--- src/rtl/cordiv_sched_pkg.sv ---
// Shared types, constants and the LFSR step function for the correlated-divider
// job scheduler.
package cordiv_sched_pkg;

  localparam int CS_WIDTH = 8;

  // Fibonacci taps for x^8+x^6+x^5+x^4+1 (maximal length, never reaches zero)
  localparam logic [CS_WIDTH-1:0] CS_LFSR_TAPS = 8'hB8;
  localparam logic [CS_WIDTH-1:0] CS_SEED_A    = 8'h5A;
  localparam logic [CS_WIDTH-1:0] CS_SEED_B    = 8'hC3;

  typedef enum logic [1:0] {
    ST_IDLE = 2'd0,
    ST_WARM = 2'd1,
    ST_RUN  = 2'd2,
    ST_DONE = 2'd3
  } cordiv_sched_state_e;

  function automatic logic [CS_WIDTH-1:0] lfsr_step(input logic [CS_WIDTH-1:0] cur);
    return {cur[CS_WIDTH-2:0], ^(cur & CS_LFSR_TAPS)};
  endfunction

endpackage

--- src/rtl/cordiv_sched_if.sv ---
// Request/response handshakes plus the bitstream controls towards the divider.
// slave is the scheduler side, master is the host + divider side.
interface cordiv_sched_if #(
  parameter int LEN = 256
);
  import cordiv_sched_pkg::*;

  localparam int QW = $clog2(LEN + 1);

  logic                req_valid;
  logic                req_ready;
  logic [CS_WIDTH-1:0] req_dividend;
  logic [CS_WIDTH-1:0] req_divisor;
  logic                rsp_valid;
  logic                rsp_ready;
  logic [QW-1:0]       rsp_quotient;
  logic                rsp_divzero;
  logic                dp_dividend;
  logic                dp_divisor;
  logic [CS_WIDTH-1:0] dp_randnum;
  logic                dp_sel;
  logic                dp_quotient;

  modport slave (
    input  req_valid, req_dividend, req_divisor, rsp_ready, dp_quotient,
    output req_ready, rsp_valid, rsp_quotient, rsp_divzero,
           dp_dividend, dp_divisor, dp_randnum, dp_sel
  );

  modport master (
    output req_valid, req_dividend, req_divisor, rsp_ready, dp_quotient,
    input  req_ready, rsp_valid, rsp_quotient, rsp_divzero,
           dp_dividend, dp_divisor, dp_randnum, dp_sel
  );

endinterface

--- src/rtl/cordiv_sched_lfsr8.sv ---
// 8-bit Fibonacci LFSR with synchronous reload and step enable.
module lfsr8
  import cordiv_sched_pkg::*;
#(
  parameter logic [CS_WIDTH-1:0] RST_SEED = CS_SEED_A
) (
  input  logic                clk,
  input  logic                rst,
  input  logic                load,
  input  logic [CS_WIDTH-1:0] seed,
  input  logic                en,
  output logic [CS_WIDTH-1:0] q
);

  always_ff @(posedge clk or posedge rst) begin
    if (rst) begin
      q <= RST_SEED;
    end else if (load) begin
      q <= seed;
    end else if (en) begin
      q <= lfsr_step(q);
    end
  end

endmodule

--- src/rtl/cordiv_sched.sv ---
// Job scheduler for the stochastic correlated divider: streams operands, counts
// quotient ones over LEN cycles. Define CORDIV_SCHED_DIVZERO_EN to short-circuit zero divisors.
//
// state | meaning
// IDLE  | req_ready high, waiting for a job
// WARM  | streams running, divider settling, nothing counted
// RUN   | streams running, quotient ones counted
// DONE  | result held on rsp_* until rsp_ready
module cordiv_sched
  import cordiv_sched_pkg::*;
#(
  parameter int                  LEN    = 256,
  parameter int                  WARMUP = 16,
  parameter logic [CS_WIDTH-1:0] SEED_A = CS_SEED_A,
  parameter logic [CS_WIDTH-1:0] SEED_B = CS_SEED_B
) (
  input  logic           clk,
  input  logic           rst,
  cordiv_sched_if.slave  bus
);

  localparam int QW      = $clog2(LEN + 1);
  localparam int CNT_MAX = (LEN > WARMUP) ? LEN : WARMUP;
  localparam int CW      = $clog2(CNT_MAX + 1);

  localparam logic [CW-1:0] WARM_LOAD = CW'(WARMUP - 1);
  localparam logic [CW-1:0] RUN_LOAD  = CW'(LEN - 1);
  localparam logic [QW-1:0] DZ_RESULT = QW'(LEN);

  cordiv_sched_state_e state_q;
  cordiv_sched_state_e state_d;

  logic [CW-1:0]       cnt_q;
  logic [QW-1:0]       ones_cnt;
  logic [CS_WIDTH-1:0] dividend_q;
  logic [CS_WIDTH-1:0] divisor_q;
  logic [CS_WIDTH-1:0] lfsr_a;
  logic [CS_WIDTH-1:0] lfsr_b;

  logic req_ready_c;
  logic rsp_valid_c;
  logic stream_en;
  logic count_en;
  logic accept;
  logic zero_div;

`ifdef CORDIV_SCHED_DIVZERO_EN
  assign zero_div = (bus.req_divisor == '0);
`else
  assign zero_div = 1'b0;
`endif

  assign accept = req_ready_c & bus.req_valid;

  always_ff @(posedge clk or posedge rst) begin
    if (rst) begin
      state_q <= ST_IDLE;
    end else begin
      state_q <= state_d;
    end
  end

  always_comb begin
    state_d = state_q;
    case (state_q)
      ST_IDLE: if (bus.req_valid) state_d = zero_div ? ST_DONE : ST_WARM;
      ST_WARM: if (cnt_q == '0) state_d = ST_RUN;
      ST_RUN:  if (cnt_q == '0) state_d = ST_DONE;
      ST_DONE: if (bus.rsp_ready) state_d = ST_IDLE;
      default: state_d = ST_IDLE;
    endcase
  end

  always_comb begin
    req_ready_c = 1'b0;
    rsp_valid_c = 1'b0;
    stream_en   = 1'b0;
    count_en    = 1'b0;
    case (state_q)
      ST_IDLE: req_ready_c = 1'b1;
      ST_WARM: stream_en   = 1'b1;
      ST_RUN: begin
        stream_en = 1'b1;
        count_en  = 1'b1;
      end
      ST_DONE: rsp_valid_c = 1'b1;
      default: ;
    endcase
  end

  // One down-counter serves both phases: reload for RUN on WARM terminal count
  always_ff @(posedge clk or posedge rst) begin
    if (rst) begin
      cnt_q      <= '0;
      ones_cnt   <= '0;
      dividend_q <= '0;
      divisor_q  <= '0;
    end else if (accept) begin
      cnt_q      <= WARM_LOAD;
      ones_cnt   <= zero_div ? DZ_RESULT : '0;
      dividend_q <= bus.req_dividend;
      divisor_q  <= bus.req_divisor;
    end else if (stream_en) begin
      if (cnt_q == '0) begin
        cnt_q <= RUN_LOAD;
      end else begin
        cnt_q <= cnt_q - CW'(1);
      end
      if (count_en) begin
        ones_cnt <= ones_cnt + QW'(bus.dp_quotient);
      end
    end
  end

`ifdef CORDIV_SCHED_DIVZERO_EN
  logic divzero_q;

  always_ff @(posedge clk or posedge rst) begin
    if (rst) begin
      divzero_q <= 1'b0;
    end else if (accept) begin
      divzero_q <= zero_div;
    end
  end

  assign bus.rsp_divzero = divzero_q;
`else
  assign bus.rsp_divzero = 1'b0;
`endif

  lfsr8 #(.RST_SEED(SEED_A)) u_lfsr_a (
    .clk  (clk),
    .rst  (rst),
    .load (accept),
    .seed (SEED_A),
    .en   (stream_en),
    .q    (lfsr_a)
  );

  lfsr8 #(.RST_SEED(SEED_B)) u_lfsr_b (
    .clk  (clk),
    .rst  (rst),
    .load (accept),
    .seed (SEED_B),
    .en   (stream_en),
    .q    (lfsr_b)
  );

  // Both operand streams compare against the same LFSR to keep them positively correlated
  assign bus.dp_dividend  = stream_en & (dividend_q > lfsr_a);
  assign bus.dp_divisor   = stream_en & (divisor_q > lfsr_a);
  assign bus.dp_sel       = stream_en & (lfsr_a[0] ^ lfsr_b[0]);
  assign bus.dp_randnum   = lfsr_b;

  assign bus.req_ready    = req_ready_c;
  assign bus.rsp_valid    = rsp_valid_c;
  assign bus.rsp_quotient = ones_cnt;

endmodule

--- src/flat_wrapper.sv ---
// flat-port wrapper written by rule: the top's interface ports become plain ports
module cordiv_sched_flat import cordiv_sched_pkg::*;
#(
  parameter int                  LEN    = 256,
  parameter int                  WARMUP = 16,
  parameter logic [CS_WIDTH-1:0] SEED_A = CS_SEED_A,
  parameter logic [CS_WIDTH-1:0] SEED_B = CS_SEED_B
)
  (clk, rst, bus_req_valid, bus_req_dividend, bus_req_divisor, bus_rsp_ready, bus_dp_quotient, bus_req_ready, bus_rsp_valid, bus_rsp_quotient, bus_rsp_divzero, bus_dp_dividend, bus_dp_divisor, bus_dp_randnum, bus_dp_sel);
  cordiv_sched_if #(.LEN(LEN)) bus_i ();
  input  logic clk;
  input  logic rst;
  input wire logic [$bits(bus_i.req_valid)-1:0] bus_req_valid;
  input wire logic [$bits(bus_i.req_dividend)-1:0] bus_req_dividend;
  input wire logic [$bits(bus_i.req_divisor)-1:0] bus_req_divisor;
  input wire logic [$bits(bus_i.rsp_ready)-1:0] bus_rsp_ready;
  input wire logic [$bits(bus_i.dp_quotient)-1:0] bus_dp_quotient;
  output wire logic [$bits(bus_i.req_ready)-1:0] bus_req_ready;
  output wire logic [$bits(bus_i.rsp_valid)-1:0] bus_rsp_valid;
  output wire logic [$bits(bus_i.rsp_quotient)-1:0] bus_rsp_quotient;
  output wire logic [$bits(bus_i.rsp_divzero)-1:0] bus_rsp_divzero;
  output wire logic [$bits(bus_i.dp_dividend)-1:0] bus_dp_dividend;
  output wire logic [$bits(bus_i.dp_divisor)-1:0] bus_dp_divisor;
  output wire logic [$bits(bus_i.dp_randnum)-1:0] bus_dp_randnum;
  output wire logic [$bits(bus_i.dp_sel)-1:0] bus_dp_sel;
  assign bus_i.req_valid = bus_req_valid;
  assign bus_i.req_dividend = bus_req_dividend;
  assign bus_i.req_divisor = bus_req_divisor;
  assign bus_i.rsp_ready = bus_rsp_ready;
  assign bus_i.dp_quotient = bus_dp_quotient;
  assign bus_req_ready = bus_i.req_ready;
  assign bus_rsp_valid = bus_i.rsp_valid;
  assign bus_rsp_quotient = bus_i.rsp_quotient;
  assign bus_rsp_divzero = bus_i.rsp_divzero;
  assign bus_dp_dividend = bus_i.dp_dividend;
  assign bus_dp_divisor = bus_i.dp_divisor;
  assign bus_dp_randnum = bus_i.dp_randnum;
  assign bus_dp_sel = bus_i.dp_sel;
  cordiv_sched #(.LEN(LEN), .WARMUP(WARMUP), .SEED_A(SEED_A), .SEED_B(SEED_B)) u_core (.clk(clk), .rst(rst), .bus(bus_i));
endmodule
--- config.mk ---
export PLATFORM = sky130hd
export DESIGN_NAME = cordiv_sched_flat
export DESIGN_NICKNAME = d
export VERILOG_FILES = /design/src/rtl/cordiv_sched_pkg.sv /design/src/rtl/cordiv_sched_if.sv /design/src/rtl/cordiv_sched_lfsr8.sv /design/src/rtl/cordiv_sched.sv /design/src/flat_wrapper.sv
export SDC_FILE = /design/constraint.sdc
export NUM_CORES = 1
export LEC_CHECK = 0
export CAP_MARGIN = 20
export CORE_MARGIN = 1.5
export CORE_UTILIZATION = 25
export DETAILED_ROUTE_END_ITERATION = 16
export GPL_ROUTABILITY_DRIVEN = 0
export GPL_TIMING_DRIVEN = 0
export PLACE_DENSITY = 0.46
export RECOVER_POWER = 25
export SYNTH_ARGS = -nofsm -noshare
export SYNTH_HDL_FRONTEND = slang
export SYNTH_HIERARCHICAL = 1
export SYNTH_SLANG_ARGS = --single-unit
--- constraint.sdc ---
create_clock -name clk -period 2.5 [get_ports clk]
set_clock_uncertainty 0.15 [all_clocks]
set_input_delay 0.75 -clock clk [delete_from_list [all_inputs] [get_ports clk]]
set_output_delay 0.75 -clock clk [all_outputs]
set_load 0.02 [all_outputs]
## Yosys cells after proc, flatten, opt, wreduce, memory -nomap -nowiden

Cells that the tools add are included.

- Bits of input ports: 21
- Register bits: 52
- Word-level logic and storage cells: 51
- Output and inout bits: 23

- Reduce and logical (&&, ||, !) cells: 9
- Add/subtract/negate cells: 2
- Bitwise gates (word level): 5
- Equality and inequality tests: 7
- $lt $le $gt $ge: 2
- Mux-type cells: 19

Operators with widths:

| cell | number |
|---|---|
| two-way mux 9 bit | 6 |
| two-way mux 8 bit | 4 |
| greater-than comparator 8 bit | 2 |
| parity 8 bit | 2 |
| adder 9 x 1 -> 9 bit | 1 |
| zero test 9 bit | 1 |
| subtractor 9 x 1 -> 9 bit, second input constant | 1 |
| two-way mux 2 bit | 4 |
| case mux 2 bit (4 select lines) | 1 |
| bitwise AND 1 bit | 4 |
| == test 2 bit, second input constant | 2 |
| two-way mux 1 bit | 4 |
| inequality test 2 x 1 -> 1 bit, second input constant | 2 |
| inequality test 2 bit, second input constant | 2 |
| AND reduction 4 bit | 1 |
| nonzero test 2 bit | 2 |
| == test 2 x 1 -> 1 bit, second input constant | 1 |
| zero test 2 bit | 1 |
| AND reduction 2 bit | 1 |
| OR reduction 2 bit | 1 |
| XOR 1 bit | 1 |

## Depth between registers and ports, before layout

- Word-level depth: 5
- Mapped depth: 8

## Cells and area by module

The synthesis kept the hierarchy.

By module, submodules not included:

| module | cells an instance | area each (sq um) | times used | sequential area each (sq um) |
|---|---|---|---|---|
| cordiv_sched | 231 | 2098.3 | 1 | 900.9 |
| lfsr8 | 39 | 402.9 | 2 | 205.2 |

## Worst setup path before layout

No wires, ideal clock.

- Path type: register -> output
- Start point: register u_core.state_q[1]
- End point: output bus_dp_dividend
- Arrival: 1.735 ns
- Path slack: -0.135 ns
- Cell stages (with the launch flop): 7
- Data required time: 1.600 ns
- Buffers on the path: 2
- Cells stage by stage: dfrtp_1 -> inv_1 -> ha_1 -> clkbuf_1 -> clkbuf_1 -> o21ai_0 -> a31oi_1

- Cells in the longest elaborated chain, start to end: 4
- Elaborated cells on any way between the ends: 5
- Classes of those cells: 2 x eq/ne; 1 x mux; 1 x bitwise; 1 x reduce/logical

RTL lines:

| item | line | source |
|---|---|---|
| start, declared | cordiv_sched.sv:30 | `cordiv_sched_state_e state_q;` |
| start signal, assigned | cordiv_sched.sv:59 | `state_q <= state_d;` |
| == test 2 x 1 -> 1 bit or == test 2 bit (tied branches) | cordiv_sched.sv:79 | `case (state_q)` |
| OR reduction 2 bit (no source line) * | - |  |
| two-way mux 1 bit * | cordiv_sched.sv:79 |  |
| bitwise AND 1 bit * | cordiv_sched.sv:150 | `assign bus.dp_dividend = stream_en & (dividend_q > lfsr_a);` |
| end, declared | flat_wrapper.sv:22 | `output wire logic [$bits(bus_i.dp_dividend)-1:0] bus_dp_dividend;` |

Every way passes the cells marked *; elsewhere a longest branch is shown, timed or not.

## Worst setup path in the final report

- Start point: register u_core.u_lfsr_a.q[1]
- End point: output bus_dp_dividend

- Cells in the longest elaborated chain, start to end: 2

RTL lines:

| item | line | source |
|---|---|---|
| start, declared | cordiv_sched_lfsr8.sv:12 | `output logic [CS_WIDTH-1:0] q` |
| start signal, assigned | cordiv_sched_lfsr8.sv:21 | `q <= lfsr_step(q);` |
| greater-than comparator 8 bit | cordiv_sched.sv:150 |  |
| bitwise AND 1 bit | cordiv_sched.sv:150 |  |

Every way passes these cells.

==> flow_summary.json <==
{
  "status": "finished, violations left",
  "violations": "setup timing",
  "wl_um": 7027,
  "slew_violations": 0,
  "crit_required_ns": 1.60,
  "syn_avg_cell_area_um2": 9.398,
  "synth_ff_type": "dfrtp_1",
  "final_area_mm2": 0.003829,
  "grt_max_degree": 37,
  "fin_util": 0.3367,
  "detail_route.wl_per_cell_um": 13.46,
  "grt_pass1_wl_um": 12100,
  "insertedDiodeCount": 0,
  "grt_usage": 0.1213,
  "ff2ff_setup_slack_ns": 0.30,
  "synthCells": 309,
  "wl_met2_um": 3288,
  "place_inst": 510,
  "synth_edf_count": 0,
  "setup_viol": 2,
  "routed_via_density": 4.479,
  "ys_types": 42,
  "endpoint_kind": "output pin",
  "drt-pass1-iter-count": 4,
  "synth_top_cell_area_share": 0.3791,
  "placed_cell_area_mm2": 0.003588,
  "synth_area_leaders": "dfrtp_1, ha_1, nand2_1, dfstp_2, mux2i_1",
  "synth.yosys.warnings": 6,
  "finalHoldViolations": 0,
  "cp.arrival_ns": 1.90,
  "wl_met3_um": 216,
  "core-area_mm2": 0.01137,
  "tritoncts": "built",
  "period_share": 1.122,
  "routed.top_layer": "met4",
  "pwr_density_cell_mw_per_mm2": 420.2,
  "synth_area_mm2": 0.002904,
  "max_slew_margin": 0.4603,
  "crit_path_start_kind": "register",
  "die_h_um": 110.8,
  "crit_type": "register to output pin",
  "gr-total-overflow": 0,
  "holdWs_ns": 0.3405,
  "synth_seq_area_share": 0.4515,
  "place_worst_setup_slack_ns": -0.8738,
  "layout-drive-gt1-share": 0.1214,
  "ys_seq_elements": 52,
  "grt_pass1_vias": 2413,
  "cts_max_path_buffers": 2,
  "cts_buffers": 5,
  "vias": 2338,
  "initial_core_util": 0.2554,
  "area_growth_pct": 31.84,
  "fmax_ghz": 0.3566,
  "io_pins": 44,
  "fin_ws_ns": -0.3045,
  "clock-sinks": 52,
  "dieArea_mm2": 0.01227,
  "hold_path_class": "register to register",
  "htreeDepth": 2,
  "tightest_slew_ns": 0.8083,
  "drv_cap": 0,
  "n_fill_cell": 1170,
  "cts_hold_buf": 0,
  "drtAntennaViolNets": 0,
  "rows": 39,
  "cts_root_buf": "clkbuf_16",
  "final_cells": 522,
  "p_leak_nw": 1.879,
  "clk_pin_slew_ns": 0.08,
  "drt_iter0_markers": 69,
  "fin_crit_ns": 2.805,
  "async_reset_ff_frac": 1.000,
  "peakVddDrop_uv": 250.5,
  "path_max_fanout": 2,
  "nets": 422,
  "fp.dieW_um": 110.8,
  "yosys.area.top_type": "dfrtp_1",
  "wirelength_met1_um": 3441,
  "clock_latency_ns": 0.29,
  "antenna_found_initial": 0,
  "io_buffers": 42,
  "rsz0062_at_grt": "yes",
  "dp_hpwl_um": 5132,
  "drcViolationCount": 0
}
layout make-up:
class	instances	area (um2)	area share
Buffer	11	65.06	0.01699
Clock buffer	5	125.1	0.03268
Clock inverter	3	22.52	0.005882
Inverter	19	73.82	0.01928
Multi-Input combinational cell	241	1584	0.4137
Sequential cell	52	1311	0.3425
Tap cell	143	178.9	0.04673
Timing Repair Buffer	48	467.9	0.1222
critical path: stages (launching register included):
cell and delay [ns]:
dfstp_2 0.57, inv_4 0.05, ha_4 0.26, nor2b_4 0.12, o211ai_1 0.09, a21o_1 0.20
a31oi_2 0.15, buf_4 0.17
where the power goes:
part | internal, mW | leakage, nW | switching, mW
sequential | 0.841 | 0.648 | 0
clock | 0.376 | 0.0742 | 0.332
combinational | 0.0300 | 1.16 | 0.0295
per-layer routing:
metal / vias to the layer above / global-route usage
li1: 1180 / -
met1: 1108 / 0.1638
met2: 44 / 0.2016
met3: 6 / 0.02078
met4: 0 / 0.03077
met5: - / 0
worst paths after layout:
check,startpoint,to,depth (start not counted)
worst max-delay path,u_core/u_lfsr_a/q[1]$_DFFE_PP1P_,bus_dp_dividend,7
worst min-delay path,u_core/divisor_q[3]$_DFFE_PP0P_,u_core/divisor_q[3]$_DFFE_PP0P_,2
worst max register to register,u_core/state_q[0]$_DFFE_PP0P_,u_core/cnt_q[0]$_DFFE_PP0P_,7
worst min register to register,u_core/divisor_q[3]$_DFFE_PP0P_,u_core/divisor_q[3]$_DFFE_PP0P_,2
max in group asynchronous,rst,u_core/dividend_q[0]$_DFFE_PP0P_,2
min in group asynchronous,rst,u_core/u_lfsr_a/q[0]$_DFFE_PP0P_,2
state kept, by name, summed over array words and instances, names as in the netlist:
signal and count:
u_core/bus.rsp_quotient 9, u_core/cnt_q 9, u_core/dividend_q 8, u_core/divisor_q 8
u_core/u_lfsr_a/q 8, u_core/u_lfsr_b/q 8, u_core/state_q 2
cell families after synthesis:
family          share of synthesized area
mux                               0.05342
buf+inv                           0.04481
flops                              0.4515
simple gates                       0.1952
xor+xnor                          0.05127
fa+ha+maj                         0.09910
compound gates                     0.1021
other cells                      0.002586
cells in the mapped netlist, types with 6 or more instances:
master and instances:
clkbuf_1 7, dfrtp_1 44, nand2_1 68, a21oi_1 11, inv_1 19, nor2_1 11
o21ai_0 22, ha_1 23, mux2i_1 14, dfstp_2 8, xnor2_1 8, nand3_1 6
xor2_1 9
placed cells by master (no fill, tap or decap), types with 4 or more instances in the layout:
cell	instances
nand3_1	6
nor4b_1	4
mux2i_1	14
conb_1	17
dfstp_2	8
clkbuf_1	5
clkdlybuf4s50_1	36
xor2_1	9
xnor2_1	8
dfrtp_1	44
nor3_1	5
clkbuf_16	5
o21ai_0	22
nor2_1	11
a21oi_1	11
buf_4	10
ha_1	20
a21o_1	4
nand2_1	68
nand4_1	5
inv_1	16
through the flow:
step                      power, mW  TNS, ns
after floorplan              0.8776        0
after global placement       0.9187   -25.39
after detailed placement     0.9193   -5.096
after CTS                     1.638  -0.5968
after global routing          1.670   -1.364
final                         1.609  -0.5819
what timing repair did:
action | in CTS | in global routing
buffers inserted | 5 | 0
endpoints found under the setup margin | 5 | 16
endpoints found under the hold margin | 0 | 0
gates resized for setup | 20 | 11
pin swaps | 4 | 1
Power figures use the tool's default switching activity.
